`src/rtl/pipe_dec_pkg.sv`:
```
// pipe_dec_pkg: shared constants for the pipe_decoder slice.
//   - opcode encodings NOP..JEQ (3-bit, zero-extended by users)
//   - control-word bit indices and the control value of every opcode
//   - reads_rs1 / reads_rs2: which source fields an opcode consumes
package pipe_dec_pkg;

  localparam logic [2:0] OP_NOP  = 3'd0;
  localparam logic [2:0] OP_ADD  = 3'd1;
  localparam logic [2:0] OP_SUB  = 3'd2;
  localparam logic [2:0] OP_MOVI = 3'd3;
  localparam logic [2:0] OP_LODR = 3'd4;
  localparam logic [2:0] OP_STOR = 3'd5;
  localparam logic [2:0] OP_JMP  = 3'd6;
  localparam logic [2:0] OP_JEQ  = 3'd7;

  localparam int unsigned CTRL_MEMREAD  = 7;
  localparam int unsigned CTRL_MEMWRITE = 6;
  localparam int unsigned CTRL_RESMEM   = 5;
  localparam int unsigned CTRL_JEQ      = 4;
  localparam int unsigned CTRL_JMP      = 3;
  localparam int unsigned CTRL_ALUOP    = 2;
  localparam int unsigned CTRL_RESIMM   = 1;
  localparam int unsigned CTRL_REGWRITE = 0;

  localparam logic [7:0] NOP_CTRL  = 8'h02;
  localparam logic [7:0] ADD_CTRL  = 8'h23;
  localparam logic [7:0] SUB_CTRL  = 8'h27;
  localparam logic [7:0] MOVI_CTRL = 8'h21;
  localparam logic [7:0] LODR_CTRL = 8'h83;
  localparam logic [7:0] STOR_CTRL = 8'h42;
  localparam logic [7:0] JMP_CTRL  = 8'h2A;
  localparam logic [7:0] JEQ_CTRL  = 8'h36;

  function automatic logic reads_rs1(input logic [2:0] op);
    return (op == OP_ADD) || (op == OP_SUB) || (op == OP_STOR) ||
           (op == OP_JEQ) || (op == OP_LODR);
  endfunction

  function automatic logic reads_rs2(input logic [2:0] op);
    return (op == OP_ADD) || (op == OP_SUB) || (op == OP_STOR) ||
           (op == OP_JEQ);
  endfunction

endpackage

```
`src/rtl/pipe_decoder_dec_ctrl_rom.sv`:
```
// dec_ctrl_rom: combinational opcode -> control-word lookup.
//   opcode_i  [OPC_W] opcode
//   ctrl_o    [8]     control word (NOP_CTRL for undefined opcodes)
//   illegal_o [1]     opcode lies outside 0..7
module dec_ctrl_rom
  import pipe_dec_pkg::*;
#(
  parameter int unsigned OPC_W = 5
) (
  input  logic [OPC_W-1:0] opcode_i,
  output logic [7:0]       ctrl_o,
  output logic             illegal_o
);

  always_comb begin
    ctrl_o    = NOP_CTRL;
    illegal_o = (opcode_i >> 3) != '0;
    if (!illegal_o) begin
      case (opcode_i[2:0])
        OP_NOP:  ctrl_o = NOP_CTRL;
        OP_ADD:  ctrl_o = ADD_CTRL;
        OP_SUB:  ctrl_o = SUB_CTRL;
        OP_MOVI: ctrl_o = MOVI_CTRL;
        OP_LODR: ctrl_o = LODR_CTRL;
        OP_STOR: ctrl_o = STOR_CTRL;
        OP_JMP:  ctrl_o = JMP_CTRL;
        OP_JEQ:  ctrl_o = JEQ_CTRL;
        default: ctrl_o = NOP_CTRL;
      endcase
    end
  end

endmodule

```
`src/rtl/pipe_decoder.sv`:
```
// pipe_decoder: registered valid/ready decode stage between fetch and execute.
// Decodes opcode + register fields to the 8-bit control word, inserts one
// bubble on a load-use hazard, supports flush and counts inserted bubbles.
// Ports:
//   clk, rst_n (async, active-low)
//   in_valid/in_ready, in_opcode, in_rd, in_rs1, in_rs2 : upstream side
//   flush                                                : drop stage contents
//   out_valid/out_ready, out_ctrl, out_opcode, out_rd,
//   out_rs1, out_rs2, out_bubble                         : downstream side
//   stall_cnt   : saturating count of bubbles inserted
//   out_illegal : illegal-opcode flag
// Build option: define PIPE_DEC_ILLEGAL_TRAP_EN to drive out_illegal for
// opcodes above 7; otherwise out_illegal is constant 0.
module pipe_decoder
  import pipe_dec_pkg::*;
#(
  parameter int unsigned OPC_W = 5,
  parameter int unsigned REG_W = 3,
  parameter int unsigned CNT_W = 16
) (
  input  logic             clk,
  input  logic             rst_n,
  input  logic             in_valid,
  output logic             in_ready,
  input  logic [OPC_W-1:0] in_opcode,
  input  logic [REG_W-1:0] in_rd,
  input  logic [REG_W-1:0] in_rs1,
  input  logic [REG_W-1:0] in_rs2,
  input  logic             flush,
  output logic             out_valid,
  input  logic             out_ready,
  output logic [7:0]       out_ctrl,
  output logic [OPC_W-1:0] out_opcode,
  output logic [REG_W-1:0] out_rd,
  output logic [REG_W-1:0] out_rs1,
  output logic [REG_W-1:0] out_rs2,
  output logic             out_bubble,
  output logic [CNT_W-1:0] stall_cnt,
  output logic             out_illegal
);

  logic [7:0] rom_ctrl;
  logic       rom_illegal;

  dec_ctrl_rom #(.OPC_W(OPC_W)) u_rom (
    .opcode_i  (in_opcode),
    .ctrl_o    (rom_ctrl),
    .illegal_o (rom_illegal)
  );

  logic             valid_q,  valid_d;
  logic             bubble_q, bubble_d;
  logic [7:0]       ctrl_q,   ctrl_d;
  logic [OPC_W-1:0] opcode_q, opcode_d;
  logic [REG_W-1:0] rd_q,     rd_d;
  logic [REG_W-1:0] rs1_q,    rs1_d;
  logic [REG_W-1:0] rs2_q,    rs2_d;
  logic [CNT_W-1:0] stall_q,  stall_d;
`ifdef PIPE_DEC_ILLEGAL_TRAP_EN
  logic             ill_q,    ill_d;
`endif

  logic advance, hazard, uses_rd;

  // Illegal opcodes decode as NOP and therefore read no sources, even though
  // their low three bits may alias a real opcode.
  always_comb begin
    uses_rd = !rom_illegal &&
              ((reads_rs1(in_opcode[2:0]) && (in_rs1 == rd_q)) ||
               (reads_rs2(in_opcode[2:0]) && (in_rs2 == rd_q)));
  end

  assign advance  = !valid_q || out_ready;
  assign hazard   = in_valid && valid_q && !bubble_q &&
                    (opcode_q == OPC_W'(OP_LODR)) && uses_rd;
  assign in_ready = advance && !hazard && !flush;

  always_comb begin
    valid_d  = valid_q;
    bubble_d = bubble_q;
    ctrl_d   = ctrl_q;
    opcode_d = opcode_q;
    rd_d     = rd_q;
    rs1_d    = rs1_q;
    rs2_d    = rs2_q;
    stall_d  = stall_q;
`ifdef PIPE_DEC_ILLEGAL_TRAP_EN
    ill_d    = ill_q;
`endif
    if (flush) begin
      valid_d  = 1'b0;
      bubble_d = 1'b0;
`ifdef PIPE_DEC_ILLEGAL_TRAP_EN
      ill_d    = 1'b0;
`endif
    end else if (!advance) begin
      // back-pressure: everything holds
    end else if (hazard) begin
      valid_d  = 1'b1;
      bubble_d = 1'b1;
      ctrl_d   = NOP_CTRL;
      opcode_d = '0;
      rd_d     = '0;
      rs1_d    = '0;
      rs2_d    = '0;
      if (stall_q != '1) stall_d = stall_q + CNT_W'(1);
`ifdef PIPE_DEC_ILLEGAL_TRAP_EN
      ill_d    = 1'b0;
`endif
    end else if (in_valid) begin
      valid_d  = 1'b1;
      bubble_d = 1'b0;
      ctrl_d   = rom_ctrl;
      opcode_d = in_opcode;
      rd_d     = in_rd;
      rs1_d    = in_rs1;
      rs2_d    = in_rs2;
`ifdef PIPE_DEC_ILLEGAL_TRAP_EN
      ill_d    = rom_illegal;
`endif
    end else begin
      valid_d  = 1'b0;
    end
  end

  always_ff @(posedge clk or negedge rst_n) begin
    if (!rst_n) begin
      valid_q  <= 1'b0;
      bubble_q <= 1'b0;
      ctrl_q   <= NOP_CTRL;
      opcode_q <= '0;
      rd_q     <= '0;
      rs1_q    <= '0;
      rs2_q    <= '0;
      stall_q  <= '0;
`ifdef PIPE_DEC_ILLEGAL_TRAP_EN
      ill_q    <= 1'b0;
`endif
    end else begin
      valid_q  <= valid_d;
      bubble_q <= bubble_d;
      ctrl_q   <= ctrl_d;
      opcode_q <= opcode_d;
      rd_q     <= rd_d;
      rs1_q    <= rs1_d;
      rs2_q    <= rs2_d;
      stall_q  <= stall_d;
`ifdef PIPE_DEC_ILLEGAL_TRAP_EN
      ill_q    <= ill_d;
`endif
    end
  end

  assign out_valid  = valid_q;
  assign out_bubble = bubble_q;
  assign out_ctrl   = ctrl_q;
  assign out_opcode = opcode_q;
  assign out_rd     = rd_q;
  assign out_rs1    = rs1_q;
  assign out_rs2    = rs2_q;
  assign stall_cnt  = stall_q;
`ifdef PIPE_DEC_ILLEGAL_TRAP_EN
  assign out_illegal = ill_q;
`else
  assign out_illegal = 1'b0;
`endif

endmodule

```
`config.mk`:
```
export PLATFORM = sky130hd
export DESIGN_NAME = pipe_decoder
export DESIGN_NICKNAME = d
export VERILOG_FILES = /design/src/rtl/pipe_dec_pkg.sv /design/src/rtl/pipe_decoder_dec_ctrl_rom.sv /design/src/rtl/pipe_decoder.sv
export SDC_FILE = /design/constraint.sdc
export NUM_CORES = 1
export LEC_CHECK = 0
export ABC_AREA = 1
export ABC_CLOCK_PERIOD_IN_PS = 1600
export CORE_MARGIN = 10
export CORE_UTILIZATION = 45
export CTS_BUF_LIST = sky130_fd_sc_hd__clkbuf_4 sky130_fd_sc_hd__clkbuf_8
export DETAILED_ROUTE_END_ITERATION = 8
export GPL_ROUTABILITY_DRIVEN = 1
export HOLD_SLACK_MARGIN = 0.05
export PLACE_DENSITY = 0.8
export SLEW_MARGIN = 20
export SYNTH_ARGS = -nofsm -noshare
export SYNTH_HDL_FRONTEND = slang
export SYNTH_HIERARCHICAL = 1
export SYNTH_SLANG_ARGS = --single-unit
export TNS_END_PERCENT = 10
```
`constraint.sdc`:
```
create_clock -name clk -period 1.6 [get_ports clk]
set_input_delay 0.16 -clock clk [delete_from_list [all_inputs] [get_ports clk]]
set_output_delay 0.16 -clock clk [all_outputs]
set_load 0.005 [all_outputs]
```
* Yosys cells after proc, flatten, opt, wreduce, memory -nomap -nowiden
Memory sizes are Yosys's and may differ from the RTL's.
Index checks and enable logic that the tools add are counted.
** Word-level totals
- Register bits after elaboration :: 40
- Latch bits :: 0
- RAM bits :: 0
- Memory bits (read-only) :: 64
- Bits of input ports :: 19
- Output and inout port bits :: 42
- Word-level logic and storage cells :: 66
- Memories :: 1
** Memory list
- (name not given) :: words 8, width 8, rd ports 1, clocked after Yosys merged registers in 0, write ports 0, line pipe_decoder_dec_ctrl_rom.sv:19 : case (opcode_i[2:0])
** Operators by class
- $add $sub $neg :: 1
- $mul :: 0
- Div/mod/pow operators :: 0
- Order comparisons :: 0
- Eq/ne operators :: 9
- Shift-type cells :: 0
- Mux-type cells :: 19
- Bitwise logic cells :: 1
- Reductions and logical operators :: 27
** Operators by type and width (count)
- $mux 8 :: 3
- $mux 3 :: 6
- $add 16x1->16 const B :: 1
- $ne 16x16->1 const B :: 1
- $mux 5 :: 2
- $eq 3x3->1 const B :: 3
- $logic_and 1x1->1 :: 9
- $mux 1 :: 8
- $eq 3x3->1 :: 2
- $logic_or 1x1->1 :: 6
- $eq 5x3->1 const B :: 1
- $logic_not 1->1 :: 5
- $reduce_bool 5->1 :: 1
- $reduce_and 4->1 :: 1
- $reduce_bool 2->1 :: 2
- $eq 3x1->1 const B :: 1
- $eq 3x2->1 const B :: 1
- $reduce_and 3->1 :: 1
- $reduce_bool 3->1 :: 1
- $reduce_and 2->1 :: 1
- $not 1->1 :: 1

* Depth between registers and ports, before layout
- Depth in word-level cells :: 12
- Gate-level depth with buffers :: 11
- Depth with buffers taken out :: 10

* Cells and area by module
Netlist, hierarchy kept.
** By module, submodules not included
- pipe_decoder :: times used 1, cells an instance 300, area an instance 2193.4 µm², seq. area each 1002.2 µm²
- dec_ctrl_rom :: times used 1, cells an instance 27, area an instance 115.1 µm², seq. area each 0.0 µm²

* Least setup slack after synthesis
OpenSTA, ideal clock, no wires.
- Path kind :: reg-to-reg
- From :: register stall_q[0] (netlist: stall_cnt[0])
- To :: register stall_q[4] (netlist: stall_cnt[4])
- Library setup time :: 117 ps
- Arrival time :: 1510 ps
- Data required time :: 1483 ps
- Setup slack :: -27 ps
- Cell stages (with the launch flop) :: 10
- Path buffers :: 1
- Period minus slack after synthesis :: 1627 ps
- Cell sequence :: dfrtp_1 > ha_1 > inv_1 > nor2_2 > nand3_1 > nor2_1 > nand3_2 > buf_2 > nand3_1 > nand2_1
** Between the ends
- Cells in the longest elaborated chain, start to end :: 2
- Elaborated cells between the ends (all ways) :: 3
- Those cells by class :: 1 x add/sub; 1 x eq/ne; 1 x reduce/logical
** RTL lines
- start: declaration :: line pipe_decoder.sv:58 : logic [CNT_W-1:0] stall_q, stall_d;
- start signal: assignment :: line pipe_decoder.sv:147 : stall_q <= stall_d;
- parallel branches: the longest is 2 deep, another holds $add 16x1->16
Several ways; the timed one is not identified.
A chain may end at the register's enable or synchronous reset.

* Worst setup path in the final report
- From :: register rd_q[2] (netlist: out_rd[2])
- To :: output in_ready
** Between the ends
- Cells in the longest elaborated chain, start to end :: 8
- Elaborated cells between the ends (all ways) :: 10
- Those cells by class :: 2 x eq/ne; 8 x reduce/logical
** RTL lines
- start: declaration :: line pipe_decoder.sv:55 : logic [REG_W-1:0] rd_q, rd_d;
- start signal: assignment :: line pipe_decoder.sv:144 : rd_q <= rd_d;
- $eq 3x3->1 (on tied branches) :: line pipe_decoder.sv:69, pipe_decoder.sv:70
- $logic_and 1x1->1 (on tied branches) :: line pipe_decoder.sv:69, pipe_decoder.sv:70
- $logic_or 1x1->1 (*) :: line pipe_decoder.sv:69 : ((reads_rs1(in_opcode[2:0]) && (in_rs1 == rd_q)) ||
- $logic_and 1x1->1 (*) :: line pipe_decoder.sv:68 : uses_rd = !rom_illegal &&
- $logic_and 1x1->1 (*) :: line pipe_decoder.sv:75 : (opcode_q == OPC_W'(OP_LODR)) && uses_rd;
- $logic_not 1->1 (*) :: line pipe_decoder.sv:76 : assign in_ready = advance && !hazard && !flush;
- $logic_and 1x1->1 (*) (2 in a row) :: line pipe_decoder.sv:76
- end: declaration :: line pipe_decoder.sv:24 : output logic in_ready,
Every way passes the cells marked *; elsewhere a longest branch is shown, timed or not.

==> summary.md <==
| Metric | Value |
|---|---|
| Final Wtd Congestion | `around 0.9` |
| Number of synthesized register bits | `40` |
| Register area share after synthesis | `0.434` |
| Launch point of the worst reg-to-reg path | `out_opcode[4]$_DFFE_PN0P_` |
| Buffers and inverters on the worst path | `2` |
| Final setup fails | `0` |
| DRC | `0` |
| Area of the core | `5040 um2` |
| Detail Route Antenna Nets | `0` |
| Die H | `91.6 um` |
| CTS tree | `yes` |
| I/O pins | `between 60 and 70` |
| Clock Skew | `0.00562 ns` |
| Buffer levels on the longest clock path | `2` |
| Commonest cells after routing, fill and taps aside | `129 x nand2_1, 54 x clkdlybuf4s50_1, 39 x dfrtp_1` |
| Via count | `2452` |
| Leakage power | `between 0.0015 and 0.002 uW` |
| Slew Limit Fails | `0` |
| Worst EP required | `about 1.4 ns` |
| First-pass GRT wire length | `between 10 and 15 mm` |
| Total power | `2370 uW` |
| Final Cell Area | `3460 um2` |
| Wire length per cell | `13.3 um` |
| Fmax | `about 650 MHz` |
| DIE AREA | `8400 um2` |
| Commonest non-fill, non-tap cell in the layout | `nand2_1` |
| Post-synth ARST share | `1.00` |
| Synth Instances | `about 330` |
| Most frequent CP cell | `nand2_1` |
| Largest net degree at the start of global routing | `25` |
| Starting Density | `0.458` |
| Status | `completed` |
| Die W | `91.6 um` |
| Hold Crit Class | `in2reg` |
| RSZ-0062 raised after global routing | `true` |
| Proportion of layout cells with a drive suffix above 1 | `0.172` |
| Final worst setup slack | `0.0553 ns` |
| Port-buffer cells | `59` |
| Dpl ws | `-0.351 ns` |
| H-tree lvl count | `2` |
| Post-synthesis cell type count | `23` |
| Max Cap Viol | `0` |
| Via density | `just under 5` |
| Setup Crit Path Kind | `reg2out` |
| Gr usage total | `0.153` |
| Row count | `26` |
| Hold_sp | `in_opcode[0]` |
| Placed Area | `between 3000 and 4000 um2` |
| YS warnings | `6` |
| Iter 0 DRT Violations | `96` |
| Pwr/cell area | `roughly 690 nW/um2` |
| CP Max Fanout | `4` |
| Synth Area per Inst | `7.06 um2` |
| Critical path, cell by cell | `inv_1, nand2_1, nand2_1, nor2_1, nand2_1, nand2_2, a21oi_2, buf_2` |
| Syn_nets | `between 300 and 400` |
| Num CTS Buffers | `5` |
| Setup crit start kind | `flip-flop` |
| Initial antenna violation count | `0` |
| Crit path DAT | `~1.4 ns` |
| CTS root buffer | `clkbuf_8` |
| Critical path endpoint category | `primary output` |
| Initial DRT Pass Iterations | `4` |
| Slowest-stage cell, CP | `dfrtp_1` |
| Antenna cells | `0` |
| Fin crit period | `1.54 ns` |
| GRT overflow | `0` |
| Number of synthesized flops with an enable pin | `0` |
| Worst stage delay on the critical path | `around 0.4 ns` |
| P&R area growth vs syn | `49.8%` |
| Vias in the first global route | `between 2000 and 2500` |
| Top_reg_cell synth | `dfrtp_1` |
| Post-Route WL | `about 6.6 mm` |
| Crit path launch | `out_rd[2]$_DFFE_PN0P_` |
| Largest delay share family, worst path | `flip-flops` |
| Final Hold Viols | `0` |
| Max IR drop VDD | `around 0.00049 V` |
| # nets final | `444` |
| DP HPWL | `roughly 4.9 mm` |
| Worst-Skew Late Latency | `0.29 ns` |
| Post-synthesis cell area | `~2300 um2` |
| Final period utilization | `0.965` |
| CTS clk-pin slew, worst paths | `roughly 0.070 ns` |
| Setup TNS | `0 ns` |
| Num Clock Sinks | `40` |
==> timing repair <==
item	CTS	global route
endpoints found under the hold margin	15	0
hold buffers	1	0
pin swaps	3	4
gates cloned	0	2
setup buffers	1	1
gates resized for setup	7	12
endpoints found under the setup margin	1	40
==> Yosys cell counts, types with 2 or more instances <==
cell	n	area (um2)
nand2_1	130	488
dfrtp_1	39	976
nor2_1	34	128
inv_1	31	116
nand3_1	26	130
nand4_1	21	131
xnor2_1	7	61.3
xor2_1	6	52.6
clkbuf_1	5	18.8
a21oi_1	4	20.0
o21ai_0	4	20.0
buf_2	3	15.0
buf_4	3	22.5
nor2_4	3	33.8
inv_2	2	7.51
nor2_2	2	12.5
==> metal layers <==
metal / global-route usage / wire length [um]
met1: 0.164 / 2520
met2: 0.262 / 3340
met3: 0.0619 / 626
met4: 0.0574 / 102
met5: 0 / 0
==> cell families (layout without fill, tap and decap cells) <==
family                   count (synthesis)  count (layout)  synth area share
AO/OA/AOI/OAI                            8               8            0.0173
XOR/XNOR                                13              13            0.0493
adder cells (fa/ha/maj)                  1               1           0.00542
buffers and inverters                   45             143            0.0797
flip-flops                              40              40             0.434
other                                    1               1           0.00162
AND/OR/NAND/NOR                        219             219             0.412
==> where the power goes <==
| group | total (uW) | leakage (uW) | internal, uW | switching [uW] |
|---|---|---|---|---|
| sequential | 1130 | 0.000531 | 1080 | 49.5 |
| combinational | 540 | 0.00120 | 295 | 244 |
| clock | 701 | 0.0000498 | 361 | 340 |
==> flip-flops by register name, indices dropped and copies added, names as in the netlist <==
register and cells:
out_valid 1, stall_cnt 16, out_bubble 1, out_rs1 3
out_opcode 5, out_rd 3, out_ctrl 8, out_rs2 3
==> worst min-delay path, cell delays in order <==
cell and delay (ns):
dlymetal6s2s_1 0.15, nand4_1 0.10, nand2_1 0.05
==> final cells by class <==
cell class	count	area, um2
clock buffers	8	91.3
fillers	414	1580
flip-flops and latches	40	1000
inverters	33	124
repair buffers	102	998
multi-input cells	242	1150
well taps	70	87.6
==> per-stage QoR <==
| stage | util | instances | hold slack [ns] |
|---|---|---|---|
| 2_1_floorplan | - | 327 | -0.136 |
| 3_3_place_gp | 0.650 | 482 | 0.127 |
| 3_5_place_dp | 0.650 | 482 | 0.130 |
| 4_1_cts | 0.672 | 492 | 0.313 |
| 5_1_grt | 0.686 | 495 | 0.225 |
| 6_report | 0.686 | 495 | 0.209 |
==> path summary, 6_finish.rpt <==
kind                                        endpoint  slack [ns]  depth (start not counted)
min                        out_opcode[0]$_DFFE_PN0P_        0.21                          3
max reg2reg                stall_cnt[11]$_DFFE_PN0P_        0.08                         11
min reg2reg                   out_rs1[2]$_DFFE_PN0P_        0.48                          2
max in group asynchronous     out_bubble$_DFFE_PN0P_        0.78                          3
max                                         in_ready        0.06                          8
min in group asynchronous     out_rs2[0]$_DFFE_PN0P_        0.34                          2
Note: power is estimated with default switching activity, not from simulation.
